==> src/rtl/fwd_sched.sv <==
// Forwarding and hazard scheduler for the EX operand select muxes.
// Shadows the destination of every in-flight instruction and produces
// registered operand selects, load-use stalls and memory-wait freezes.
//
// state   | meaning
// --------+------------------------------------------------------------
// RUN     | normal flow, one instruction may enter EX per cycle
// LDSTALL | bubble was inserted last cycle, load result now in MEM
// MEMWAIT | load in MEM waiting on data memory, whole pipe frozen
module fwd_sched #(
  parameter int REGW = 5,
  parameter int CNTW = 16
) (
  input  logic            clk,
  input  logic            reset_n,
  input  logic            id_valid,
  input  logic [REGW-1:0] id_rs,
  input  logic [REGW-1:0] id_rt,
  input  logic            id_rs_used,
  input  logic            id_rt_used,
  input  logic            id_use_imm,
  input  logic [REGW-1:0] id_rd,
  input  logic            id_regwrite,
  input  logic            id_memtoreg,
  input  logic            flush,
  input  logic            mem_ready,
  output logic            stall_f,
  output logic            stall_d,
  output logic            bubble_e,
  output logic            freeze,
  output logic [2:0]      fwd_a_s,
  output logic [2:0]      fwd_b_s,
  output logic [1:0]      state,
  output logic [CNTW-1:0] stall_cnt
);

  localparam logic [1:0] ST_RUN     = 2'b00;
  localparam logic [1:0] ST_LDSTALL = 2'b01;
  localparam logic [1:0] ST_MEMWAIT = 2'b10;

  localparam logic [2:0] SEL_RF  = 3'b000;
  localparam logic [2:0] SEL_MEM = 3'b001;
  localparam logic [2:0] SEL_WB  = 3'b010;
  localparam logic [2:0] SEL_LT  = 3'b011;
  localparam logic [2:0] SEL_IMM = 3'b100;

  // Shadow slots. A write that has left the WB slot is already visible
  // through the register file by the time a consumer reads it, so no
  // slot storage is needed beyond WB.
  logic            ex_v, ex_wr, ex_ld;
  logic [REGW-1:0] ex_rd;
  logic            mem_v, mem_wr, mem_ld;
  logic [REGW-1:0] mem_rd;
  logic            wb_v, wb_wr;
  logic [REGW-1:0] wb_rd;

  // Flush seen while frozen, applied to the next instruction that moves.
  logic            flush_lat;

  logic            flush_eff;
  logic            mem_wait;
  logic            a_ex, a_mem, a_wb;
  logic            b_ex, b_mem, b_wb;
  logic            ld_hazard;
  logic            ld_stall;
  logic            kill;
  logic [2:0]      sel_a, sel_b;
  logic [1:0]      state_nxt;

  assign flush_eff = flush | flush_lat;
  assign mem_wait  = mem_v & mem_ld & ~mem_ready;

  assign a_ex  = id_rs_used & (id_rs != '0) & ex_v  & ex_wr  & (ex_rd  == id_rs);
  assign a_mem = id_rs_used & (id_rs != '0) & mem_v & mem_wr & (mem_rd == id_rs);
  assign a_wb  = id_rs_used & (id_rs != '0) & wb_v  & wb_wr  & (wb_rd  == id_rs);
  assign b_ex  = id_rt_used & (id_rt != '0) & ex_v  & ex_wr  & (ex_rd  == id_rt);
  assign b_mem = id_rt_used & (id_rt != '0) & mem_v & mem_wr & (mem_rd == id_rt);
  assign b_wb  = id_rt_used & (id_rt != '0) & wb_v  & wb_wr  & (wb_rd  == id_rt);

  assign ld_hazard = id_valid & ~flush_eff & ex_ld & (a_ex | b_ex);
  // A memory wait freezes everything, so a pending load-use is simply retried later.
  assign ld_stall  = ld_hazard & ~mem_wait;
  assign kill      = ~id_valid | flush_eff | ld_stall;

  assign freeze   = mem_wait;
  assign stall_f  = mem_wait | ld_stall;
  assign stall_d  = mem_wait | ld_stall;
  assign bubble_e = ld_stall;

  // Operand selects for the ID instruction, nearest producer wins.
  always_comb begin
    sel_a = SEL_RF;
    if (a_ex)       sel_a = SEL_MEM;
    else if (a_mem) sel_a = SEL_WB;
    else if (a_wb)  sel_a = SEL_LT;

    sel_b = SEL_RF;
    if (id_use_imm) sel_b = SEL_IMM;
    else if (b_ex)  sel_b = SEL_MEM;
    else if (b_mem) sel_b = SEL_WB;
    else if (b_wb)  sel_b = SEL_LT;
  end

  // Next state: memory wait from anywhere, otherwise load-use, otherwise run.
  always_comb begin
    state_nxt = ST_RUN;
    if (mem_wait)      state_nxt = ST_MEMWAIT;
    else if (ld_stall) state_nxt = ST_LDSTALL;
  end

  // Slot shifting, select registers, flush latch, FSM and stall counter.
  always_ff @(posedge clk) begin
    if (!reset_n) begin
      ex_v      <= 1'b0;
      ex_wr     <= 1'b0;
      ex_ld     <= 1'b0;
      ex_rd     <= '0;
      mem_v     <= 1'b0;
      mem_wr    <= 1'b0;
      mem_ld    <= 1'b0;
      mem_rd    <= '0;
      wb_v      <= 1'b0;
      wb_wr     <= 1'b0;
      wb_rd     <= '0;
      flush_lat <= 1'b0;
      fwd_a_s   <= SEL_RF;
      fwd_b_s   <= SEL_RF;
      state     <= ST_RUN;
      stall_cnt <= '0;
    end else begin
      state     <= state_nxt;
      flush_lat <= mem_wait & (flush_lat | flush);
      if (stall_d && (stall_cnt != '1))
        stall_cnt <= stall_cnt + CNTW'(1);
      if (!mem_wait) begin
        wb_v    <= mem_v;
        wb_wr   <= mem_wr;
        wb_rd   <= mem_rd;
        mem_v   <= ex_v;
        mem_wr  <= ex_wr;
        mem_ld  <= ex_ld;
        mem_rd  <= ex_rd;
        ex_v    <= ~kill;
        ex_wr   <= id_regwrite;
        ex_ld   <= id_memtoreg;
        ex_rd   <= id_rd;
        fwd_a_s <= kill ? SEL_RF : sel_a;
        fwd_b_s <= kill ? SEL_RF : sel_b;
      end
    end
  end

endmodule

==> config.mk <==
export PLATFORM = sky130hd
export DESIGN_NAME = fwd_sched
export DESIGN_NICKNAME = d
export VERILOG_FILES = /design/src/rtl/fwd_sched.sv
export SDC_FILE = /design/constraint.sdc
export NUM_CORES = 1
export LEC_CHECK = 0
export CORE_MARGIN = 2
export CORE_UTILIZATION = 55
export CTS_CLUSTER_SIZE = 10
export DETAILED_ROUTE_END_ITERATION = 8
export GPL_ROUTABILITY_DRIVEN = 0
export GPL_TIMING_DRIVEN = 0
export PLACE_DENSITY = 0.91
export SYNTH_ARGS = -nofsm -noshare
export SYNTH_HDL_FRONTEND = slang
export SYNTH_SLANG_ARGS = --single-unit
==> constraint.sdc <==
create_clock -name clk -period 3.66 [get_ports clk]
set_input_delay 0.732 -clock clk [delete_from_list [all_inputs] [get_ports clk]]
set_output_delay 0.732 -clock clk [all_outputs]
set_load 0.01 [all_outputs]
-- Yosys cells after proc, flatten, opt, wreduce, memory -nomap -nowiden
Index checks and enable logic that the tools add are counted.
- bits in registers: 48
- bits in latches: 0
- RAM bits: 0
- ROM bits: 0
- input port bits: 25
- output and inout bits: 28
- word-level logic and storage cells: 78
- memories kept: 0
- add/subtract/negate cells: 1
- multipliers: 0
- divide/modulo/power cells: 0
- $lt $le $gt $ge: 0
- equal/unequal tests: 7
- shift-type cells: 0
- muxes and demuxes: 11
- bitwise logic cells: 38
- reduce and logical (&&, ||, !) cells: 4
- operators by type and width (kind ; number):
    $eq A5 B5 Y1 ; 6
    $and A1 B1 Y1 ; 27
    $add A16 B1 Y16 const B ; 1
    $ne A16 B16 Y1 const B ; 1
    $mux W2 ; 7
    $reduce_bool A5 Y1 ; 2
    $mux W3 ; 3
    $not A1 Y1 ; 6
    $or A1 B1 Y1 ; 5
    $reduce_or A2 Y1 ; 1
    $logic_and A1 B1 Y1 ; 1
    $mux W1 ; 1

-- Depth between registers and ports, before layout
- depth after elaboration: 10
- mapped depth: 8

-- Least setup slack after synthesis
OpenSTA, ideal clock, no wires.
- kind: input to output
- start point: input id_rs[1]
- end point: output stall_f
- arrival time: 2.087 ns
- data required time: 2.928 ns
- slack: 0.841 ns
- cell stages on the path: 6
- buffers on the path: 1
- cells stage by stage: or4_1 > o21ai_2 > nor3_4 > o211ai_2 > nand2_1 > buf_4
- cells in the longest elaborated chain, start to end: 9
- elaborated cells between the ends (all ways): 10
- RTL lines (element ; line ; RTL):
    start, declared ; 17 ; input logic [REGW-1:0] id_rs,
    $reduce_bool A5 Y1 ; 73 ; assign a_ex = id_rs_used & (id_rs != '0) & ex_v & ex_wr & (ex_rd == id_rs);
    $and A1 B1 Y1 (3 in a row) ; 73 ;
    $and A1 B1 Y1 (*) ; 73 ;
    $or A1 B1 Y1 (*) ; 80 ; assign ld_hazard = id_valid & ~flush_eff & ex_ld & (a_ex | b_ex);
    $and A1 B1 Y1 (*) ; 80 ;
    $and A1 B1 Y1 (*) ; 82 ; assign ld_stall = ld_hazard & ~mem_wait;
    $or A1 B1 Y1 (*) ; - ;
    end, declared ; 27 ; output logic stall_f,
Mark *: on every way between the ends. The rest lies on a longest branch, timed or not.

-- Final worst setup path
- start point: input id_rt[2]
- end point: output stall_f
- cells in the longest elaborated chain, start to end: 9
- elaborated cells between the ends (all ways): 10
- RTL lines (element ; line ; RTL):
    start, declared ; 18 ; input logic [REGW-1:0] id_rt,
    $reduce_bool A5 Y1 ; 76 ; assign b_ex = id_rt_used & (id_rt != '0) & ex_v & ex_wr & (ex_rd == id_rt);
    $and A1 B1 Y1 (3 in a row) ; 76 ;
    $and A1 B1 Y1 (*) ; 76 ;
    $or A1 B1 Y1 (*) ; 80 ;
    $and A1 B1 Y1 (*) ; 80 ;
    $and A1 B1 Y1 (*) ; 82 ;
    $or A1 B1 Y1 (*) ; 86 ; assign stall_f = mem_wait | ld_stall;
Marks and branches as above.

==> results.md <==
* Status: finished clean
* Skew final at ~0.0031 ns
* Die area at approximately 5100 µm²
* WHS Path Cells at 2
* Placed Area at 3080 µm²
* Synth Net Count at around 330
* Setup TNS at 0 ns
* Worst slew margin at approximately two thirds
* Crit-path max cell delay at roughly 0.55 ns
* Leakage at 0.00108 µW
* TritonRoute pass-1 iters at 4
* Starting Density at between 50% and 60%
* Pins Over Slew Limit at 0
* Initial antenna violation count at 0
* Number of synthesized flops with an enable pin at 0
* Worst path slowest cell: or4_4
* Total I/O pin count at 53
* Ranking of synthesized cells by area: dfxtp_1 (37%), nand2_1 (10%), xnor2_1 (10%)
* Max frequency at roughly 0.28 GHz
* Synth warn at 0
* CTS tree: built
* Final Hold Fails at 0
* Crit-path cells: dlygate4sd2_1, or4_4, o21ai_4, nor3_4, o211ai_2, nand2_1, buf_4, clkdlybuf4s50_1
* Wirelength per Cell at roughly 15 µm
* Post-synth top area cell: dfxtp_1
* Synth async-reset ratio at 0%
* First DRT Iteration DRCs at roughly 140
* CP Class: input port to primary output
* Critical Path RT at slightly below 3 ns
* Antenna-violating nets left at 0
* Clk_lat worst skew at roughly 0.30 ns
* Mapped cell area at around 2500 µm²
* Top-area cell type share of the netlist area at a little under two fifths
* FF+latch count, synth at 47
* Critical path arrival at roughly 2.9 ns
* Final wirelength at between 6000 and 7000 µm
* Gate count after technology mapping at ~300
* Worst setup SP type: input port
* Worst r2r src: mem_v
* Total power at between 1000 and 1500 µW
* Crit. End Element: primary output
* Netlist cell types at 47
* Ratio of cells with drive above 1 in the final layout at under 10%
* Vias in the first global route at about 2300
* Synthesized area per cell at 8.31 µm²
* All-layer global routing usage at 26.1%
* Core area at 4380 µm²
* Final HPWL DP at 4480 µm
* Max-Cap Viols at 0
* Hold path start: fwd_a_s[0]
* Congestion Overflow GR at 0
* # DRC at 0
* PwrDens at 320 nW/µm²
* Diode count at 0
* Vias at between 2000 and 2500
* Final min period at 3.58 ns
* Worst-path clk slew at around 0.08 ns
* Most frequent cells after synthesis: nand2_1 (70), dfxtp_1 (47), a21oi_1 (33)
* Largest net degree at the start of global routing at 15
* P&R area growth vs syn at 28.1%
* Final-stage net count at 391
* Max IR drop VDD at 269 µV
* Hold Slack at ~0.46 ns
* H-tree level count at 2
* Synth Flop Type: dfxtp_1
* Final period utilization at between 90% and 100%
* DIE HEIGHT at 71.7 µm
* Row count at 24
* CTS max path bufs at 2
* CTS sink count at 47
* Finished Cell Area at 3230 µm²
* Post-synthesis sequential area ratio at between 30% and 40%
* First-pass GRT wire length at roughly 11000 µm
* Final non-filler cell total at ~420
* Worst-path fanout max at 4
* Final setup vio count at 0
* CTS buffer count at 5
* DR vias/cell at 5.75
* Crit path launch: id_rt[2]
* HP Class: register to register
* Dpl cells at approximately 410
* Root Buffer: clkbuf_8
* Worst slew pin tran at 0.497 ns
* Chip width at between 70 and 80 µm
* Top-count cell post-synth: nand2_1
* Port Buffers at 50
* Number of cells on the worst reg-to-reg path at 8
[layout make-up]
class | instances | area (µm²)
tap | 52 | 65.1
clock inverter | 2 | 35.0
timing repair buffer | 55 | 524
sequential | 47 | 941
fill | 323 | 1160
multi-input combinational | 237 | 1480
inverter | 6 | 23.8
clock buffer | 6 | 82.6
buffer | 13 | 73.8
[worst paths after layout]
| path | endpoint | slack [ns] |
|---|---|---|
| worst max-delay path | stall_f | 0.08 |
| worst min-delay path | fwd_a_s[0] | 0.46 |
| worst max register to register | stall_cnt[13] | 1.54 |
| worst min register to register | fwd_a_s[0] | 0.46 |
[through the flow]
stage / utilization (%) / worst slack (ns)
global placement: 70.3 / -0.267
floorplan: - / 0.841
detailed placement: 70.3 / -0.251
global route: 73.6 / -0.0000167
finish: 73.6 / 0.0786
CTS: 73.5 / 0.0678
[where the power goes]
group	total, µW	switching, µW	internal, µW
clock network	392	171	221
registers	537	15.8	521
logic	102	49.3	53.2
total	1030	236	796
[critical path: cells and delay by family]
family / cells / cell delay [ns]
simple gates: 3 / 0.73
buf+inv: 3 / 0.92
compound gates: 2 / 0.46
[sequential cells by signal, indices dropped and copies added (netlist names), 2 cells and up]
name,cells
mem_rd,5
stall_cnt,16
fwd_a_s,2
fwd_b_s,3
state,2
ex_rd,5
wb_rd,5
[cell families (layout without fill, tap and decap cells)]
| family | after synthesis | count (layout) | synth area share (%) |
|---|---|---|---|
| and+or+nand+nor | 139 | 139 | 27.7 |
| DFF | 47 | 47 | 37.4 |
| other | 1 | 1 | 0.149 |
| AOI/OAI and AO/OA | 54 | 54 | 15.2 |
| adders and majority gates | 1 | 1 | 0.497 |
| muxes | 12 | 12 | 4.77 |
| buffers and inverters | 19 | 82 | 3.87 |
| xor gates and xnor gates | 30 | 30 | 10.4 |
[layout by cell type, fill, tap and decap left out, types with 2 or more instances in the layout]
cell type and count:
and3_1 2, dfxtp_1 47, o21ai_2 2, inv_1 5
nand2b_1 11, nor3_1 5, dlygate4sd2_1 7, buf_4 7
nand3_1 13, o31ai_1 2, nor3_4 2, clkinv_2 2
nor2_1 10, xnor2_1 30, nand4_1 12, or3_1 4
a211oi_1 2, a21o_1 2, clkbuf_1 8, clkbuf_8 7
o21ai_0 2, mux2i_1 12, a21oi_1 33, nand2_1 70
clkdlybuf4s50_1 42, o211ai_2 2
[layer usage]
metal,track usage [%],routed length (µm)
met1,33.2,2780
met2,43.8,3120
met3,4.64,331
met4,10.3,125
met5,0,0
[repair_timing]
item | CTS | global route
resized for setup | 8 | 2
hold buffers | 0 | 0
setup buffers | 4 | 1
endpoints found under the setup margin | 3 | 1
pin swaps | 4 | 3
(Power assumes the default switching activity.)
